<file path="config.mk">
export PLATFORM = sky130hd
export DESIGN_NAME = fpu_op_sequencer
export DESIGN_NICKNAME = d
export VERILOG_FILES = /design/src/rtl/fpu_op_sequencer.sv
export SDC_FILE = /design/constraint.sdc
export NUM_CORES = 1
export LEC_CHECK = 0
export BUFFER_PORTS_ARGS = -buffer_cell sky130_fd_sc_hd__buf_2
export CAP_MARGIN = 20
export CORE_UTILIZATION = 52
export CTS_BUF_LIST = sky130_fd_sc_hd__clkbuf_8 sky130_fd_sc_hd__clkbuf_16
export CTS_CLUSTER_SIZE = 8
export DETAILED_ROUTE_END_ITERATION = 8
export MAX_ROUTING_LAYER = met4
export PLACE_DENSITY = 0.81
export RECOVER_POWER = 25
export SLEW_MARGIN = 15
export SYNTH_ARGS = -nofsm -noshare
export SYNTH_HDL_FRONTEND = slang
export SYNTH_SLANG_ARGS = --single-unit
export TNS_END_PERCENT = 100
</file>
<file path="constraint.sdc">
create_clock -name CLK -period 6.6 [get_ports CLK]
set_input_delay 1.32 -clock CLK [delete_from_list [all_inputs] [get_ports CLK]]
set_output_delay 1.32 -clock CLK [all_outputs]
set_load 0.05 [all_outputs]
</file>
<file path="src/rtl/fpu_op_sequencer.sv">
// fpu_op_sequencer: buffers ops, issues one per clock into a fixed-latency FPU, retires tagged results in order.
// Define FPU_SEQ_STATUS_EN to add out_status decode, sticky status_flags and status_clr.
module fpu_op_sequencer #(
  parameter int IQ_DEPTH = 4,
  parameter int RQ_DEPTH = 4,
  parameter int FPU_LATENCY = 2,
  parameter int TAG_W = 4
) (
  input  logic CLK,
  input  logic RST,
  input  logic in_valid,
  output logic in_ready,
  input  logic [31:0] in_op1,
  input  logic [31:0] in_op2,
  input  logic [1:0] in_operation,
  output logic [31:0] fpu_operand1,
  output logic [31:0] fpu_operand2,
  output logic [1:0] fpu_operation,
  input  logic [31:0] fpu_result,
  output logic out_valid,
  input  logic out_ready,
  output logic [31:0] out_result,
  output logic [TAG_W-1:0] out_tag,
  output logic [$clog2(RQ_DEPTH):0] inflight
`ifdef FPU_SEQ_STATUS_EN
  ,
  input  logic status_clr,
  output logic [2:0] out_status,
  output logic [2:0] status_flags
`endif
);
  localparam int IA = $clog2(IQ_DEPTH);
  localparam int RA = $clog2(RQ_DEPTH);
  logic [31:0] iq_op1 [IQ_DEPTH];
  logic [31:0] iq_op2 [IQ_DEPTH];
  logic [1:0] iq_opn [IQ_DEPTH];
  logic [TAG_W-1:0] iq_tag [IQ_DEPTH];
  logic [IA-1:0] iq_wp, iq_rp;
  logic [IA:0] iq_cnt, iq_cnt_nxt;
  logic [31:0] rq_res [RQ_DEPTH];
  logic [TAG_W-1:0] rq_tag [RQ_DEPTH];
  logic [RA-1:0] rq_wp, rq_rp;
  logic [RA:0] rq_cnt;
  logic [RA+1:0] credit;
  logic [TAG_W-1:0] tag_cnt;
  logic [FPU_LATENCY-1:0] sr_vld;
  logic [TAG_W-1:0] sr_tag [FPU_LATENCY];
  logic push, issue, capture, pop;
  assign push = in_valid && in_ready;
  // Ops in the FPU plus results waiting must never exceed the result FIFO, since the FPU cannot stall.
  assign credit = (RA+2)'(inflight) + (RA+2)'(rq_cnt);
  assign issue = iq_cnt != '0 && credit < (RA+2)'(RQ_DEPTH);
  assign capture = sr_vld[FPU_LATENCY-1];
  assign out_valid = rq_cnt != '0;
  assign pop = out_valid && out_ready;
  assign out_result = out_valid ? rq_res[rq_rp] : '0;
  assign out_tag = out_valid ? rq_tag[rq_rp] : '0;
  assign iq_cnt_nxt = iq_cnt + (IA+1)'(push) - (IA+1)'(issue);
  always_ff @(posedge CLK or posedge RST)
    if (RST) begin
      in_ready <= 1'b0;
      iq_wp <= '0;
      iq_rp <= '0;
      iq_cnt <= '0;
      rq_wp <= '0;
      rq_rp <= '0;
      rq_cnt <= '0;
      tag_cnt <= '0;
      inflight <= '0;
      sr_vld <= '0;
      fpu_operand1 <= '0;
      fpu_operand2 <= '0;
      fpu_operation <= '0;
    end else begin
      in_ready <= iq_cnt_nxt != (IA+1)'(IQ_DEPTH);
      iq_cnt <= iq_cnt_nxt;
      iq_wp <= iq_wp + IA'(push);
      iq_rp <= iq_rp + IA'(issue);
      tag_cnt <= tag_cnt + TAG_W'(push);
      rq_wp <= rq_wp + RA'(capture);
      rq_rp <= rq_rp + RA'(pop);
      rq_cnt <= rq_cnt + (RA+1)'(capture) - (RA+1)'(pop);
      inflight <= inflight + (RA+1)'(issue) - (RA+1)'(capture);
      sr_vld <= FPU_LATENCY'({sr_vld, issue});
      if (issue) begin
        fpu_operand1 <= iq_op1[iq_rp];
        fpu_operand2 <= iq_op2[iq_rp];
        fpu_operation <= iq_opn[iq_rp];
      end
    end
  always_ff @(posedge CLK) begin
    if (push) begin
      iq_op1[iq_wp] <= in_op1;
      iq_op2[iq_wp] <= in_op2;
      iq_opn[iq_wp] <= in_operation;
      iq_tag[iq_wp] <= tag_cnt;
    end
    if (capture) begin
      rq_res[rq_wp] <= fpu_result;
      rq_tag[rq_wp] <= sr_tag[FPU_LATENCY-1];
    end
    sr_tag[0] <= iq_tag[iq_rp];
    for (int i = 1; i < FPU_LATENCY; i++) sr_tag[i] <= sr_tag[i-1];
  end
`ifdef FPU_SEQ_STATUS_EN
  assign out_status = {&out_result[30:23] && |out_result[22:0],
                       &out_result[30:23] && ~|out_result[22:0],
                       ~|out_result[30:0]};
  always_ff @(posedge CLK or posedge RST)
    if (RST) status_flags <= '0;
    else if (status_clr) status_flags <= '0;
    else if (pop) status_flags <= status_flags | out_status;
`endif
endmodule

</file>
==> impl_metrics.yaml, run 1 <==
timing:
  setup_viol: 0
  finalCriticalPeriod_ps: 3910
  max_freq_mhz: 256
  tightestPinTransition_ps: 1120
  rsz0062_at_grt: "no"
  period_share_pct: 59.3
  drv_slew: 0
  fin_tns_setup_ps: 0
  finClkSkew_ps: 25.1
  hold_viol: 0
  maxSlewHeadroom_pct: 25.6
global_routing:
  grt_pass1_wl_mm: 57.2
  antenna_found_initial: 7
  grt_max_degree: 71
  grt-ovfl-total: 0
  grt.total_usage_pct: 21.0
  grt_pass1_vias: 9765
synthesis:
  syn_inst: 827
  synth.area.top_cells: "edfxtp_1 (66%), mux4_2 (12%), dfrtp_1 (12%)"
  synth-warning-count: 0
  synth_top_cell_area_share_pct: 65.9
  synthesis.nets: 946
  synth_area_leader_cell: "edfxtp_1"
  synth_cell_type_count: 26
  ys_ff_latch: 522
  syn_area_per_cell_sq_um: 23.4
  ys_seq_area_share_pct: 78.4
  syn_area_sq_um: 19300
clocking:
  cts_made_buffers: 75
  htreeDepth: 3
  cts_tree: "built"
  cts_buffer_depth: 3
  cts.clk_slew.worst_paths_ps: 50
  clock_sinks: 522
  root_buffer: "clkbuf_16"
  cts.hold.buffers_added: 0
  cts_resized: 0
  clk_latency_ps: 580
  cts_setup_buffers: 0
placed_design:
  post_dp_cell_area_sq_um: 20900
  hpwl_mm: 19.8
  gp_congestion: 0.724
  port_buffers: 208
flow_run:
  cap_viol_max_count: 0
pwr:
  vdd_drop_max_mv: 0.412
  leakage_uw: 0.00837
  powerDensity_nw_per_um2: 555
worst_hold_path:
  holdPathStages: 0
  hold_path.class: "reg -> reg"
run_status:
  run_status: "finished, final reports clean"
drt:
  drt-initial-drc-count: 587
  drc: 0
  via_count: 8979
  wirelength_mm: 37.6
  first_pass_iters: 5
  drt-vias-per-instance: 5.53
  wl_per_cell_um: 23.2
  postRouteAntennaNets: 0
critical_path:
  cp.required_ps: 5280
  worst_ep_arrival_time_ps: 2590
  start_kind: "flop"
  r2r_cells: 11
  crit_type: "reg -> out"
  timing.critical_path.to_type: "output pin"
  crit_fanout: 34
floorplanning:
  die-area_sq_um: 37900
  die-width_um: 195
  fp-row-count: 70
  floorplan.initialDensity_pct: 52.8
  core_area_sq_um: 36600
  io_pins: 209
  die_y_um: 195
finish:
  syn_to_final_growth_pct: 18.9
  drive_above_1_share_pct: 36.5
  final_common_cell: "edfxtp_1"
  layout.nets: 1212
  final_cell_mix: "edfxtp_1 (424), buf_2 (137), mux4_2 (106)"
  final_area_sq_um: 23000
==> per-layer routing <==
| metal | up-vias | global-route usage (%) | share of wire, % |
|---|---|---|---|
| met1 | 4669 | 25.1 | 39 |
| met4 | 0 | 7.17 | 2.6 |
| met2 | 328 | 33.3 | 50 |
| li1 | 3907 | - | - |
| met3 | 75 | 7.31 | 8.7 |
| met5 | - | - | 0 |
==> stage by stage <==
stage / hold slack (ps) / cells / worst slack [ps] / power [uW] / utilization (%)
2_1_floorplan: 310 / 827 / 1850 / 8440 / -
4_1_cts: 325 / 1617 / 2610 / 12900 / 63.0
5_1_grt: 331 / 1624 / 2520 / 13300 / 62.8
3_5_place_dp: 314 / 1484 / 3190 / 9430 / 57.1
3_3_place_gp: 313 / 1484 / 3220 / 9320 / 57.1
6_report: 320 / 1625 / 2690 / 12800 / 62.8
==> cell type report <==
| type | instances | area, sq um |
|---|---|---|
| Antenna cell | 8 | 20.0 |
| Clock buffer | 76 | 1890 |
| Clock inverter | 57 | 268 |
| Fill cell | 2443 | 13600 |
| Inverter | 14 | 55.1 |
| Multi-Input combinational cell | 256 | 3950 |
| Sequential cell | 522 | 15200 |
| Tap cell | 468 | 586 |
| Timing Repair Buffer | 224 | 1070 |
==> state kept, by name, indices dropped and copies added, names as in the netlist <==
signal / count
rq_tag: 16
iq_op2: 128
inflight: 3
tag_cnt: 4
iq_tag: 16
sr_vld: 2
iq_op1: 128
fpu_operation: 2
sr_tag: 8
in_ready: 1
fpu_operand2: 32
iq_opn: 8
iq_rp: 2
fpu_operand1: 32
rq_rp: 2
rq_res: 128
iq_wp: 2
rq_cnt: 3
iq_cnt: 3
rq_wp: 2
==> path summary, 6_finish.rpt <==
path                                          endpoint             startpoint  slack [ps]
min in group asynchronous  fpu_operand2[8]$_DFFE_PP0P_                    RST         810
max reg2reg                         in_ready$_DFF_PP0_  inflight[2]$_DFF_PP0_        3770
max in group asynchronous           iq_rp[0]$_DFF_PP0_                    RST        4550
max                                         out_tag[0]     rq_rp[0]$_DFF_PP0_        2690
min reg2reg                       sr_tag[0][6]$_DFF_P_   sr_tag[0][2]$_DFF_P_         320
min                               sr_tag[0][6]$_DFF_P_   sr_tag[0][2]$_DFF_P_         320
==> critical path: stages, from the launching register on <==
cell     delay (ps)
dfrtp_2         410
buf_4           570
mux4_2          600
nor2b_1         180
buf_2           240
==> synthesized netlist by cell type (all sizes together) <==
cell / instances
and2b: 4
and3: 2
buf: 23
clkbuf: 12
dfrtp: 90
dfxtp: 8
edfxtp: 424
fa: 3
ha: 14
inv: 14
mux2: 66
mux4: 106
nand2: 3
nand3: 3
nor2: 2
nor2b: 33
nor3: 4
nor3b: 3
or3: 1
xnor2: 6
xor2: 6
==> power by group <==
group          switching [uW]  total (uW)  internal (uW)  leakage [uW]
logic                    2850        4540           1680       0.00215
registers                 384        4840           4460       0.00499
clock network            1330        3390           2050       0.00124
total                    4570       12800           8190       0.00837
==> cell families (layout without fill, tap and decap cells) <==
group	count (synthesis)	count (layout)	share of synthesized area (%)
xor gates and xnor gates	12	12	0.544
muxes	172	172	16.6
and+or+nand+nor	55	55	1.74
adders and majority gates	17	17	1.22
DFF	522	522	78.4
other	0	8	0
buffers and inverters	49	371	1.56
(Power assumes the default switching activity.)
==> run 2: changes to the inputs <==
CORE_UTILIZATION = 55   (was 52)
clock period = 3.9 ns   (was 6.6 ns; I/O delays follow)
==> run 2 against run 1 <==
Net effect:
- clock skew rose by 2.5 ps
- via count rose by 2.2%
- first-iteration DRC count rose by 9.5%
- combinational power rose by 68%
- clock-buffer cell count rose by 1
- largest power group unchanged
==> impl_metrics.yaml, run 2 (same netlist as run 1, synthesis figures left out) <==
run_status:
  run_status: "finished, final reports clean"
critical_path:
  r2r_cells: 11
  cp-startpoint: "rq_rp[0]$_DFF_PP0_"
  start_kind: "flop"
  reg2reg_setup_slack_ps: 1260
  timing.critical_path.to_type: "output pin"
  crit_type: "reg -> out"
  r2r-end: "in_ready$_DFF_PP0_"
  cp.required_ps: 3120
  worst_ep_arrival_time_ps: 2520
  r2r_start: "inflight[2]$_DFF_PP0_"
  cp-endpoint: "out_result[23]"
  crit_fanout: 22
finish:
  top_regs: "iq_op1 x128, iq_op2 x128, rq_res x128"
  final_cell_mix: "edfxtp_1 (424), buf_2 (127), mux4_2 (106)"
  layout.nets: 1219
  syn_to_final_growth_pct: 20.0
  nFillCells: 2174
  final_common_cell: "edfxtp_1"
  utilization_pct: 67.1
  drive_above_1_share_pct: 36.2
global_routing:
  grt_max_degree: 71
  antenna_found_initial: 6
  grt.total_usage_pct: 22.3
  grt_pass1_wl_mm: 57.2
  grt_pass1_vias: 9928
  grt-ovfl-total: 0
pwr:
  leakage_uw: 0.00845
  powerDensity_nw_per_um2: 942
  vdd_drop_max_mv: 0.726
timing:
  period_share_pct: 84.5
  max_freq_mhz: 303
  finalCriticalPeriod_ps: 3300
  hold_viol: 0
  fin_tns_setup_ps: 0
  rsz0062_at_grt: "no"
  tightestPinTransition_ps: 1050
  maxSlewHeadroom_pct: 30.2
  finClkSkew_ps: 27.5
  drv_slew: 0
  setup_viol: 0
clocking:
  cts_setup_buffers: 0
  clock_sinks: 522
  clk_latency_ps: 590
  root_buffer: "clkbuf_16"
  cts.clk_slew.worst_paths_ps: 50
  cts_resized: 0
  cts.hold.buffers_added: 0
  cts_tree: "built"
  htreeDepth: 3
  cts_made_buffers: 75
  cts_buffer_depth: 3
placed_design:
  port_buffers: 208
  gp_congestion: 0.738
  hpwl_mm: 20.6
drt:
  via_count: 9176
  drt-vias-per-instance: 5.66
  first_pass_iters: 5
  drc: 0
  postRouteAntennaNets: 0
  drt-initial-drc-count: 643
  wl_per_cell_um: 23.5
  wirelength_mm: 38.0
floorplanning:
  core_area_sq_um: 34500
  fp-row-count: 68
  io_pins: 209
  die_y_um: 189
  floorplan.initialDensity_pct: 56.0
  die-area_sq_um: 35900
  die-width_um: 189
worst_hold_path:
  hold_path.class: "in -> async"
flow_run:
  cap_viol_max_count: 0
[run 2: changes by cell type in the layout (fill, tap and decap cells not counted), moves of 2 or more]
cell	previous run	this run
clkinv_2	0	2
inv_1	64	66
buf_2	137	127
clkbuf_1	71	81
buf_12	0	9
clkbuf_16	75	77
buf_4	16	13
[run 2: cell type report]
cell class / count / area (sq um) / area share [%]
repair buffers: 231 / 1240 / 5.37
flip-flops and latches: 522 / 15200 / 65.3
diodes: 7 / 17.5 / 0.0755
inverters: 14 / 55.1 / 0.237
clock inverters: 59 / 273 / 1.18
clock buffers: 77 / 1930 / 8.31
multi-input cells: 256 / 3950 / 17.0
well taps: 455 / 569 / 2.45
[run 2: stage by stage]
step | worst slack (ps) | cell area (sq um) | total power, uW | cells | hold WS [ps]
floorplan | 275 | 19400 | 14300 | 827 | 310
global placement | 1200 | 21000 | 15900 | 1477 | 314
detailed placement | 1190 | 21100 | 16100 | 1478 | 314
CTS | 545 | 23300 | 22100 | 1614 | 325
global route | 466 | 23200 | 22700 | 1620 | 331
finish | 604 | 23200 | 21800 | 1621 | 319
[run 2: worst min-delay path by stage]
stage / end
2_1_floorplan: sr_tag[0][4]$_DFF_P_
3_3_place_gp: sr_tag[0][5]$_DFF_P_
3_5_place_dp: sr_tag[0][6]$_DFF_P_
4_1_cts: sr_tag[0][6]$_DFF_P_
5_1_grt: sr_tag[0][6]$_DFF_P_
6_report: fpu_operand1[13]$_DFFE_PP0P_
[run 2: per-layer routing]
metal	global-route usage (%)	vias to the layer above	part of all wire (%)
li1	-	3923	-
met1	27.2	4754	38
met2	34.9	405	50
met3	6.45	94	8.4
met4	9.62	0	3.3
met5	-	-	0
[run 2: report_power, final]
part	internal, uW	total, uW	switching, uW
Combinational	2970	7630	4670
Clock	3540	5840	2300
Sequential	7530	8370	839
Total	14000	21800	7810
[run 2: worst max-delay path, stage by stage (launching register included)]
cell	delay [ps]
dfrtp_2	710
buf_12	290
mux4_2	560
nor2b_1	150
buf_2	220
